## src/rtl/serial_adder_pkg.sv

```systemverilog
// Shared types and helpers for the bit-serial adder controller.
package serial_adder_pkg;

  typedef enum logic [1:0] {
    ST_IDLE = 2'd0,
    ST_RUN  = 2'd1,
    ST_DONE = 2'd2
  } state_t;

  // Bit-index counter width; a 1-bit counter is kept even for WIDTH=1.
  function automatic int calc_cnt_w(input int width);
    return (width > 1) ? $clog2(width) : 1;
  endfunction

endpackage

```

## src/rtl/serial_adder_ctrl_fa_slice.sv

```systemverilog
// Combinational full-adder slice: two half-adder cells whose carries are ORed.
module fa_slice (
  input  logic a,
  input  logic b,
  input  logic cin,
  output logic s,
  output logic cout
);

  logic p;
  logic g1;
  logic g2;

  // First half adder combines the operand bits, second folds in the carry.
  assign p    = a ^ b;
  assign g1   = a & b;
  assign s    = p ^ cin;
  assign g2   = p & cin;
  assign cout = g1 | g2;

endmodule

```

## src/rtl/serial_adder_ctrl.sv

```systemverilog
// Bit-serial adder controller: one shared full-adder slice, LSB-first, one bit per cycle.
// Optional subtract mode (in_sub port) is built when SERIAL_ADDER_SUB_EN is defined.
module serial_adder_ctrl
  import serial_adder_pkg::*;
#(
  parameter int WIDTH = 8
) (
  input  logic             clk,
  input  logic             rst_n,
  input  logic             in_valid,
  output logic             in_ready,
  input  logic [WIDTH-1:0] in_a,
  input  logic [WIDTH-1:0] in_b,
`ifdef SERIAL_ADDER_SUB_EN
  input  logic             in_sub,
`endif
  output logic             out_valid,
  input  logic             out_ready,
  output logic [WIDTH-1:0] out_sum,
  output logic             out_cout,
  output logic             busy
);

  localparam int CNT_W = calc_cnt_w(WIDTH);
  localparam logic [CNT_W-1:0] LAST_BIT = CNT_W'(WIDTH - 1);

  state_t            state_reg,    state_next;
  logic [WIDTH-1:0]  a_sh_reg,     a_sh_next;
  logic [WIDTH-1:0]  b_sh_reg,     b_sh_next;
  logic [WIDTH-1:0]  sum_sh_reg,   sum_sh_next;
  logic [WIDTH-1:0]  out_sum_reg,  out_sum_next;
  logic              out_cout_reg, out_cout_next;
  logic              carry_reg,    carry_next;
  logic [CNT_W-1:0]  cnt_reg,      cnt_next;
  logic              sub_reg,      sub_next;

  logic              fa_b;
  logic              fa_s;
  logic              fa_cout;
  logic              accept_sub;
  logic [WIDTH-1:0]  sum_shifted;

`ifdef SERIAL_ADDER_SUB_EN
  assign accept_sub = in_sub;
`else
  assign accept_sub = 1'b0;
`endif

  // Subtraction is A + ~B + 1: invert B at the slice input, seed carry with 1.
  assign fa_b = b_sh_reg[0] ^ sub_reg;

  fa_slice u_fa_slice (
    .a    (a_sh_reg[0]),
    .b    (fa_b),
    .cin  (carry_reg),
    .s    (fa_s),
    .cout (fa_cout)
  );

  // New sum bit enters at the MSB; the shift-based form stays legal for WIDTH=1.
  assign sum_shifted = (sum_sh_reg >> 1) | (WIDTH'(fa_s) << (WIDTH - 1));

  always_comb begin
    state_next    = state_reg;
    a_sh_next     = a_sh_reg;
    b_sh_next     = b_sh_reg;
    sum_sh_next   = sum_sh_reg;
    out_sum_next  = out_sum_reg;
    out_cout_next = out_cout_reg;
    carry_next    = carry_reg;
    cnt_next      = cnt_reg;
    sub_next      = sub_reg;
    in_ready      = 1'b0;
    out_valid     = 1'b0;
    busy          = 1'b0;

    case (state_reg)
      ST_IDLE: begin
        in_ready = 1'b1;
        if (in_valid) begin
          a_sh_next  = in_a;
          b_sh_next  = in_b;
          sub_next   = accept_sub;
          carry_next = accept_sub;
          cnt_next   = '0;
          state_next = ST_RUN;
        end
      end
      ST_RUN: begin
        busy        = 1'b1;
        a_sh_next   = a_sh_reg >> 1;
        b_sh_next   = b_sh_reg >> 1;
        sum_sh_next = sum_shifted;
        carry_next  = fa_cout;
        if (cnt_reg == LAST_BIT) begin
          // Result registers are separate so out_sum holds while the next op shifts.
          out_sum_next  = sum_shifted;
          out_cout_next = fa_cout;
          cnt_next      = '0;
          state_next    = ST_DONE;
        end else begin
          cnt_next = cnt_reg + 1'b1;
        end
      end
      ST_DONE: begin
        busy      = 1'b1;
        out_valid = 1'b1;
        if (out_ready) begin
          state_next = ST_IDLE;
        end
      end
      default: begin
        state_next = ST_IDLE;
      end
    endcase
  end

  always_ff @(posedge clk) begin
    if (!rst_n) begin
      state_reg    <= ST_IDLE;
      a_sh_reg     <= '0;
      b_sh_reg     <= '0;
      sum_sh_reg   <= '0;
      out_sum_reg  <= '0;
      out_cout_reg <= 1'b0;
      carry_reg    <= 1'b0;
      cnt_reg      <= '0;
      sub_reg      <= 1'b0;
    end else begin
      state_reg    <= state_next;
      a_sh_reg     <= a_sh_next;
      b_sh_reg     <= b_sh_next;
      sum_sh_reg   <= sum_sh_next;
      out_sum_reg  <= out_sum_next;
      out_cout_reg <= out_cout_next;
      carry_reg    <= carry_next;
      cnt_reg      <= cnt_next;
      sub_reg      <= sub_next;
    end
  end

  assign out_sum  = out_sum_reg;
  assign out_cout = out_cout_reg;

endmodule
```

## config.mk

```make
export PLATFORM = sky130hd
export DESIGN_NAME = serial_adder_ctrl
export DESIGN_NICKNAME = d
export VERILOG_FILES = /design/src/rtl/serial_adder_pkg.sv /design/src/rtl/serial_adder_ctrl_fa_slice.sv /design/src/rtl/serial_adder_ctrl.sv
export SDC_FILE = /design/constraint.sdc
export NUM_CORES = 1
export LEC_CHECK = 0
export BUFFER_PORTS_ARGS = -buffer_cell sky130_fd_sc_hd__buf_4
export CORE_ASPECT_RATIO = 0.75
export CORE_MARGIN = 1.5
export CORE_UTILIZATION = 38
export DETAILED_ROUTE_END_ITERATION = 7
export GPL_TIMING_DRIVEN = 0
export PLACE_DENSITY = 0.68
export SYNTH_ARGS = -nofsm -noshare
export SYNTH_HDL_FRONTEND = slang
export SYNTH_SLANG_ARGS = --single-unit
```

## constraint.sdc

```tcl
create_clock -name clk -period 3.16 [get_ports clk]
set_input_delay 0.632 -clock clk [delete_from_list [all_inputs] [get_ports clk]]
set_output_delay 0.632 -clock clk [all_outputs]
set_load 0.05 [all_outputs]
```

==> out/qor.yml, run 1 <==
run_status:
  status: "complete, no violations"
timing:
  worst_pin_slew_ns: 0.4917
  final_min_period_over_clock_period: 0.5871
  drv_slew: 0
  rsz0062_at_grt: "no"
  setup_total_negative_slack_ns: 0
  max_clock_freq_ghz: 0.5390
  hold_violations: 0
  finalCriticalPeriod_ns: 1.855
  remaining_max_slew_budget_at_the_tightest_pin: 0.6722
  report.final.setup_viol: 0
  finalClockSkew_ns: 0.003911
finish:
  number_of_diodes: 0
  non_filler_instance_count_after_layout: 267
  layout.cells.most_common_list: "dfxtp_1 (38), buf_4 (32), nor2_1 (24)"
  layout.nets: 236
  area_growth_syn_to_layout_pct: 22.91
  finish.instance_area_sq_um: 2121
  filler_cell_count: 433
  multi_input_comb_area_sq_um: 874.6
  final-seq-area_sq_um: 760.7
  final_layout_size_suffix_gt1_frac: 0.3048
  layout.cells.most_common: "dfxtp_1"
critical_path:
  slowest_delay_ns: 0.38
  timing.critical_path.from_type: "flop"
  cp.buffers_inverters: 2
  path_class: "reg -> out"
  worst-r2r-setup-slack_ns: 1.49
  path_max_fanout: 4
  worst-endpoint-arrival_ns: 1.22
  crit_path_top_delay_cell: "dfxtp_1"
  path_cells: "inv_1 > ha_1 > buf_4"
  type_of_element_capturing_the_critical_path: "primary output"
  data_required_time_of_the_worst_path_ns: 2.53
  cp_top_family: "flip-flops"
global_routing:
  maximum_number_of_pins_on_one_net_before_global_route_repair: 12
  global_route.overflow_total: 0
  global_route_wire_length_before_repair_mm: 5.423
  number_of_global_route_vias_before_repair: 1203
  global_route_usage_over_all_layers: 0.1479
  grt_antenna_before_repair: 0
floorplanning:
  standard_cell_row_count: 21
  design.die.area_sq_um: 4958
  die_height_um: 61.36
  pin_count: 32
  initial_core_util: 0.3909
  placeableCoreArea_sq_um: 4414
  die_x_um: 80.81
placement:
  post_dp_cell_area_sq_um: 2029
  place.detailed.instances: 259
  portBuffers: 31
  post-dp-hpwl_mm: 2.437
  gp_congestion: 0.7432
power_and_ir_drop:
  power.density_nw_per_um2: 782.4
  power.static_leakage_nw: 0.8436
  irDropWorstVdd_mv: 0.4674
cts:
  cts-root-buf: "clkbuf_8"
  cts.repair_timing.setup_buffer_count: 0
  total_number_of_clock_tree_sinks: 38
  worst_setup_hold_path_clk_slew_ns: 0.07
  numCtsBuffers: 5
  cts_hold_repair.buffers: 0
  postCtsResizedCells: 0
  cts.htree.levels: 2
  clk_latency_ns: 0.29
  cts-root-to-sink-buffers: 2
  cts_tree: "yes"
synth:
  syn_avg_cell_area_sq_um: 10.09
  ys_warn_count: 0
  synthArstFlopShare: 0
  synth.lib_cells_used.distinct: 28
  netlist_area_sq_um: 1725
  synth_fp_nets: 198
  synth-main-ff-cell: "dfxtp_1"
  number_of_enable_type_register_cells_in_the_synthesized_netlist: 0
  synth_seq_cells: 38
  yosys.area.top_type_share: 0.4409
  synth_cells: 171
  yosysSeqAreaShare: 0.4409
  synth_top_area_cell: "dfxtp_1"
  synthTopCellsByArea: "dfxtp_1 (44%), mux2i_1 (13%), a211oi_2 (10%)"
route:
  detail_route.wl_per_cell_um: 12.65
  vias: 1302
  drt_drc_violations_left: 0
  drt_pre_antenna_iters: 4
  number_of_drc_markers_in_iteration_0: 33
  aggregate_routed_wire_length_mm: 3.378
  vias_per_cell: 4.876
  final_antenna_net_count: 0
worst_hold_path:
  hold_class: "reg -> reg"
flow_run:
  max_cap_viol_count: 0
kinds of logic after synthesis:
family	share of synthesized area
mux	0.1501
flops	0.4409
fa+ha+maj	0.05511
compound gates	0.1574
buf+inv	0.05221
simple gates	0.1443
routing by layer:
layer  GRT usage  vias up  part of all wire
li1            -      676                 -
met1      0.1949      602              0.52
met2      0.2298       18              0.43
met3     0.04000        6             0.033
met4     0.06650        0             0.020
met5           0        -                 0
final cells by class:
class | count | area share
Clock inverter | 1 | 0.002360
Inverter | 3 | 0.005310
Clock buffer | 7 | 0.04071
Tap cell | 57 | 0.03363
Buffer | 11 | 0.03717
Sequential cell | 38 | 0.3587
Timing Repair Buffer | 31 | 0.1097
Multi-Input combinational cell | 119 | 0.4124
power breakdown:
part           switching [W]  total [W]  internal [W]
sequential         0.0000543   0.000625      0.000570
combinational       0.000397   0.000697      0.000300
clock               0.000162   0.000337      0.000176
cell usage after synthesis (all sizes together) (2+ instances only):
master,n
ha,6
clkbuf,2
nor2,24
nand2,17
mux2i,24
buf,9
a32oi,3
nand3,9
a211oi,14
a21oi,11
nand2b,2
dfxtp,38
inv,3
worst paths after layout:
kind | startpoint | end | cells after the start
max | state_reg[0]$_SDFFE_PN0P_ | busy | 3
min | out_sum[3]$_SDFFE_PN0P_ | out_sum[3]$_SDFFE_PN0P_ | 2
max reg2reg | state_reg[0]$_SDFFE_PN0P_ | a_sh_reg[0]$_SDFFE_PN0P_ | 7
min reg2reg | out_sum[3]$_SDFFE_PN0P_ | out_sum[3]$_SDFFE_PN0P_ | 2
metrics by stage:
| step | util | hold WS [ns] | power, W | worst slack, ns |
|---|---|---|---|---|
| floorplan | - | 0.4360 | 0.001198 | 1.316 |
| finish | 0.4804 | 0.4556 | 0.001659 | 1.305 |
| detailed placement | 0.4598 | 0.4466 | 0.001339 | 1.489 |
| global route | 0.4804 | 0.4767 | 0.001766 | 1.215 |
| CTS | 0.4804 | 0.4562 | 0.001682 | 1.281 |
| global placement | 0.4598 | 0.4478 | 0.001331 | 1.509 |
worst reg2reg max path: cells and delay by family (launching register included):
kind | cells | cell delay, ns
flip-flops | 1 | 0.38
AO/OA/AOI/OAI | 1 | 0.06
adder cells (fa/ha/maj) | 1 | 0.24
AND/OR/NAND/NOR | 1 | 0.13
buffers and inverters | 3 | 0.40
multiplexers | 1 | 0.36
Power figures use the tool's default switching activity.
==> run 2, diff against run 1 <==
- ABC_AREA: not set -> 1
- PLACE_DENSITY: 0.68 -> 0.71
- clock period: 3.16 -> 1.67 ns (I/O delays scaled with it)
==> run 2 against run 1 <==
- sequential share of layout area rose by 0.69 points
- flip-flop and latch count did not move
- die area fell by 2.0%
- non-clock buffer count fell by 2
- clock power rose by 100%
- clock skew rose by 0.0046 ns
- via count rose by 16%
- utilization rose by 2.0 points
==> out/qor.yml, run 2 <==
critical_path:
  cp_endpoint: "busy"
  reg2regPathDepth: 9
  worst-r2r-setup-slack_ns: 0.26
  cp_top_family: "flip-flops"
  startpoint: "state_reg[0]$_SDFFE_PN0P_"
  path_cells: "inv_1 > ha_2 > buf_4"
  worstReg2RegEnd: "b_sh_reg[6]$_SDFFE_PN0P_"
  critical_path_cell_count: 3
  path_class: "reg -> out"
  crit_path_top_delay_cell: "dfxtp_1"
  cp.buffers_inverters: 2
  worst-endpoint-arrival_ns: 1.25
  type_of_element_capturing_the_critical_path: "primary output"
  data_required_time_of_the_worst_path_ns: 1.34
  reg2reg_from: "state_reg[1]$_SDFFE_PN0P_"
  path_max_fanout: 3
  slowest_delay_ns: 0.37
  timing.critical_path.from_type: "flop"
finish:
  area_growth_syn_to_layout_pct: 23.19
  number_of_diodes: 0
  non_filler_instance_count_after_layout: 324
  multi_input_comb_area_sq_um: 797.0
  layout.cells.most_common: "nand2_1"
  final_layout_size_suffix_gt1_frac: 0.2082
  layout.nets: 295
  layout.cells.most_common_list: "nand2_1 (66), nor2_1 (53), dfxtp_1 (38)"
  filler_cell_count: 445
  final-seq-area_sq_um: 760.7
  final_core_utilization: 0.5009
flow_run:
  max_cap_viol_count: 0
global_routing:
  global_route.overflow_total: 0
  grt_antenna_before_repair: 0
  global_route_usage_over_all_layers: 0.1695
  number_of_global_route_vias_before_repair: 1333
  global_route_wire_length_before_repair_mm: 6.127
  maximum_number_of_pins_on_one_net_before_global_route_repair: 13
power_and_ir_drop:
  irDropWorstVdd_mv: 1.684
  power.static_leakage_nw: 0.9788
  power.density_nw_per_um2: 1709
synth:
  netlist_area_sq_um: 1689
  synth-main-ff-cell: "dfxtp_1"
  post-synth-top-count-cell: "nand2_1"
  synth.lib_cells_used.distinct: 22
  synthTopCellsByArea: "dfxtp_1 (45%), nand2_1 (15%), nor2_1 (12%)"
  synthArstFlopShare: 0
  muxShareOfSynthArea: 0
  yosys.area.top_type_share: 0.4504
  synth-xor-area-share: 0
  syn_avg_cell_area_sq_um: 7.312
  synth-adder-area-share: 0.05630
  synth_cells: 231
  synth_top_family_by_area: "simple AND/OR/NAND/NOR gates"
  ys_warn_count: 0
  synth_fp_nets: 258
  synth_seq_cells: 38
  synth_compound_gate_area_share: 0.1170
  number_of_enable_type_register_cells_in_the_synthesized_netlist: 0
  simple_logic_cell_fraction_of_the_synthesized_area: 0.2970
  synth_top_area_cell: "dfxtp_1"
  post_synth_most_frequent_cells: "nand2_1 (66), nor2_1 (53), dfxtp_1 (38), o21ai_0 (23), a21oi_1 (11)"
  yosysSeqAreaShare: 0.4504
placement:
  post-dp-hpwl_mm: 2.490
  place.detailed.instances: 316
  portBuffers: 30
  gp_congestion: 0.7849
route:
  drt_pre_antenna_iters: 5
  detail_route.wl_per_cell_um: 10.93
  final_antenna_net_count: 0
  vias_per_cell: 4.667
  aggregate_routed_wire_length_mm: 3.541
  vias: 1512
  number_of_drc_markers_in_iteration_0: 93
  drt_drc_violations_left: 0
timing:
  setup_total_negative_slack_ns: 0
  rsz0062_at_grt: "no"
  final_min_period_over_clock_period: 0.9473
  finalCriticalPeriod_ns: 1.582
  remaining_max_slew_budget_at_the_tightest_pin: 0.7903
  drv_slew: 0
  hold_violations: 0
  finalClockSkew_ns: 0.008502
  max_clock_freq_ghz: 0.6321
  worst_pin_slew_ns: 0.3145
  report.final.setup_viol: 0
cts:
  cts.repair_timing.setup_buffer_count: 0
  cts_tree: "yes"
  cts-root-buf: "clkbuf_8"
  clk_latency_ns: 0.30
  cts.htree.levels: 2
  cts-root-to-sink-buffers: 2
  worst_setup_hold_path_clk_slew_ns: 0.07
  total_number_of_clock_tree_sinks: 38
  cts_hold_repair.buffers: 0
  postCtsResizedCells: 0
  numCtsBuffers: 5
floorplanning:
  die_height_um: 60.74
  die_x_um: 79.99
  initial_core_util: 0.4066
  standard_cell_row_count: 20
  design.die.area_sq_um: 4858
  pin_count: 32
  placeableCoreArea_sq_um: 4154
run_status:
  status: "complete, no violations"
worst_hold_path:
  hold_class: "in -> reg"
[run 2: cell types whose count changed after synthesis, moves of 3 or more]
cell / delta
nand2_1: +50
nor2_1: +29
mux2i_1: -23
o21ai_0: +23
a211oi_2: -14
nand3_1: -5
inv_1: +4
a32oi_1: -3
buf_4: +3
[run 2: metal layers]
layer | vias up | track usage | routed length [um]
met2 | 30 | 0.2485 | 1434
met4 | 0 | 0.06650 | 58
met5 | - | 0 | 0
met3 | 6 | 0.06466 | 218
li1 | 804 | - | -
met1 | 672 | 0.2270 | 1831
[run 2: logic make-up (layout without fill, tap and decap cells)]
kind of cell             count (synthesis)  count (layout)
AND/OR/NAND/NOR                        127             127
buffers and inverters                   21              59
flip-flops                              38              38
adder cells (fa/ha/maj)                  7               7
AO/OA/AOI/OAI                           38              38
[run 2: per-stage QoR]
stage / setup WS (ns) / power, W / instance area, sq um / hold slack, ns
after floorplan: 0.2055 / 0.002550 / 1692 / 0.4358
after global placement: 0.2873 / 0.002880 / 1986 / 0.4463
after detailed placement: 0.2539 / 0.002901 / 1986 / 0.4583
after CTS: 0.06749 / 0.003578 / 2081 / 0.3155
after global routing: 0.01925 / 0.003858 / 2081 / 0.3475
final: 0.08801 / 0.003555 / 2081 / 0.3205
[run 2: worst min path at each step]
stage,startpoint,endpoint,slack (ns),cells after the start
2_1_floorplan,sum_sh_reg[1]$_SDFFE_PN0N_,sum_sh_reg[1]$_SDFFE_PN0N_,0.44,2
3_3_place_gp,sum_sh_reg[1]$_SDFFE_PN0N_,sum_sh_reg[1]$_SDFFE_PN0N_,0.45,2
3_5_place_dp,sum_sh_reg[1]$_SDFFE_PN0N_,sum_sh_reg[1]$_SDFFE_PN0N_,0.46,2
4_1_cts,in_b[7],b_sh_reg[7]$_SDFFE_PN0P_,0.32,3
5_1_grt,rst_n,sum_sh_reg[7]$_SDFFE_PN0N_,0.35,3
6_report,in_b[7],b_sh_reg[7]$_SDFFE_PN0P_,0.32,3
[run 2: worst reg2reg max path, stage by stage, from the launching register on]
cell	delay, ns
dfxtp_1	0.32
inv_1	0.12
ha_1	0.21
buf_4	0.20
inv_2	0.07
buf_6	0.14
nand2_1	0.06
nand2_1	0.04
nor2_1	0.10
nor2_1	0.05
[run 2: cell type report]
type | instances | share of cell area
buffer | 10 | 0.04209
clock buffer | 6 | 0.03969
clock inverter | 2 | 0.006013
inverter | 11 | 0.02225
multi-input combinational | 172 | 0.3830
sequential | 38 | 0.3656
tap | 55 | 0.03307
timing repair buffer | 30 | 0.1082
[run 2: power by group]
group	switching, W	leakage (nW)	internal (W)	total (W)
combinational	0.00104	0.621	0.000589	0.00163
sequential	0.000122	0.311	0.00113	0.00125
clock	0.000342	0.0472	0.000332	0.000674
total	0.00150	0.979	0.00205	0.00356
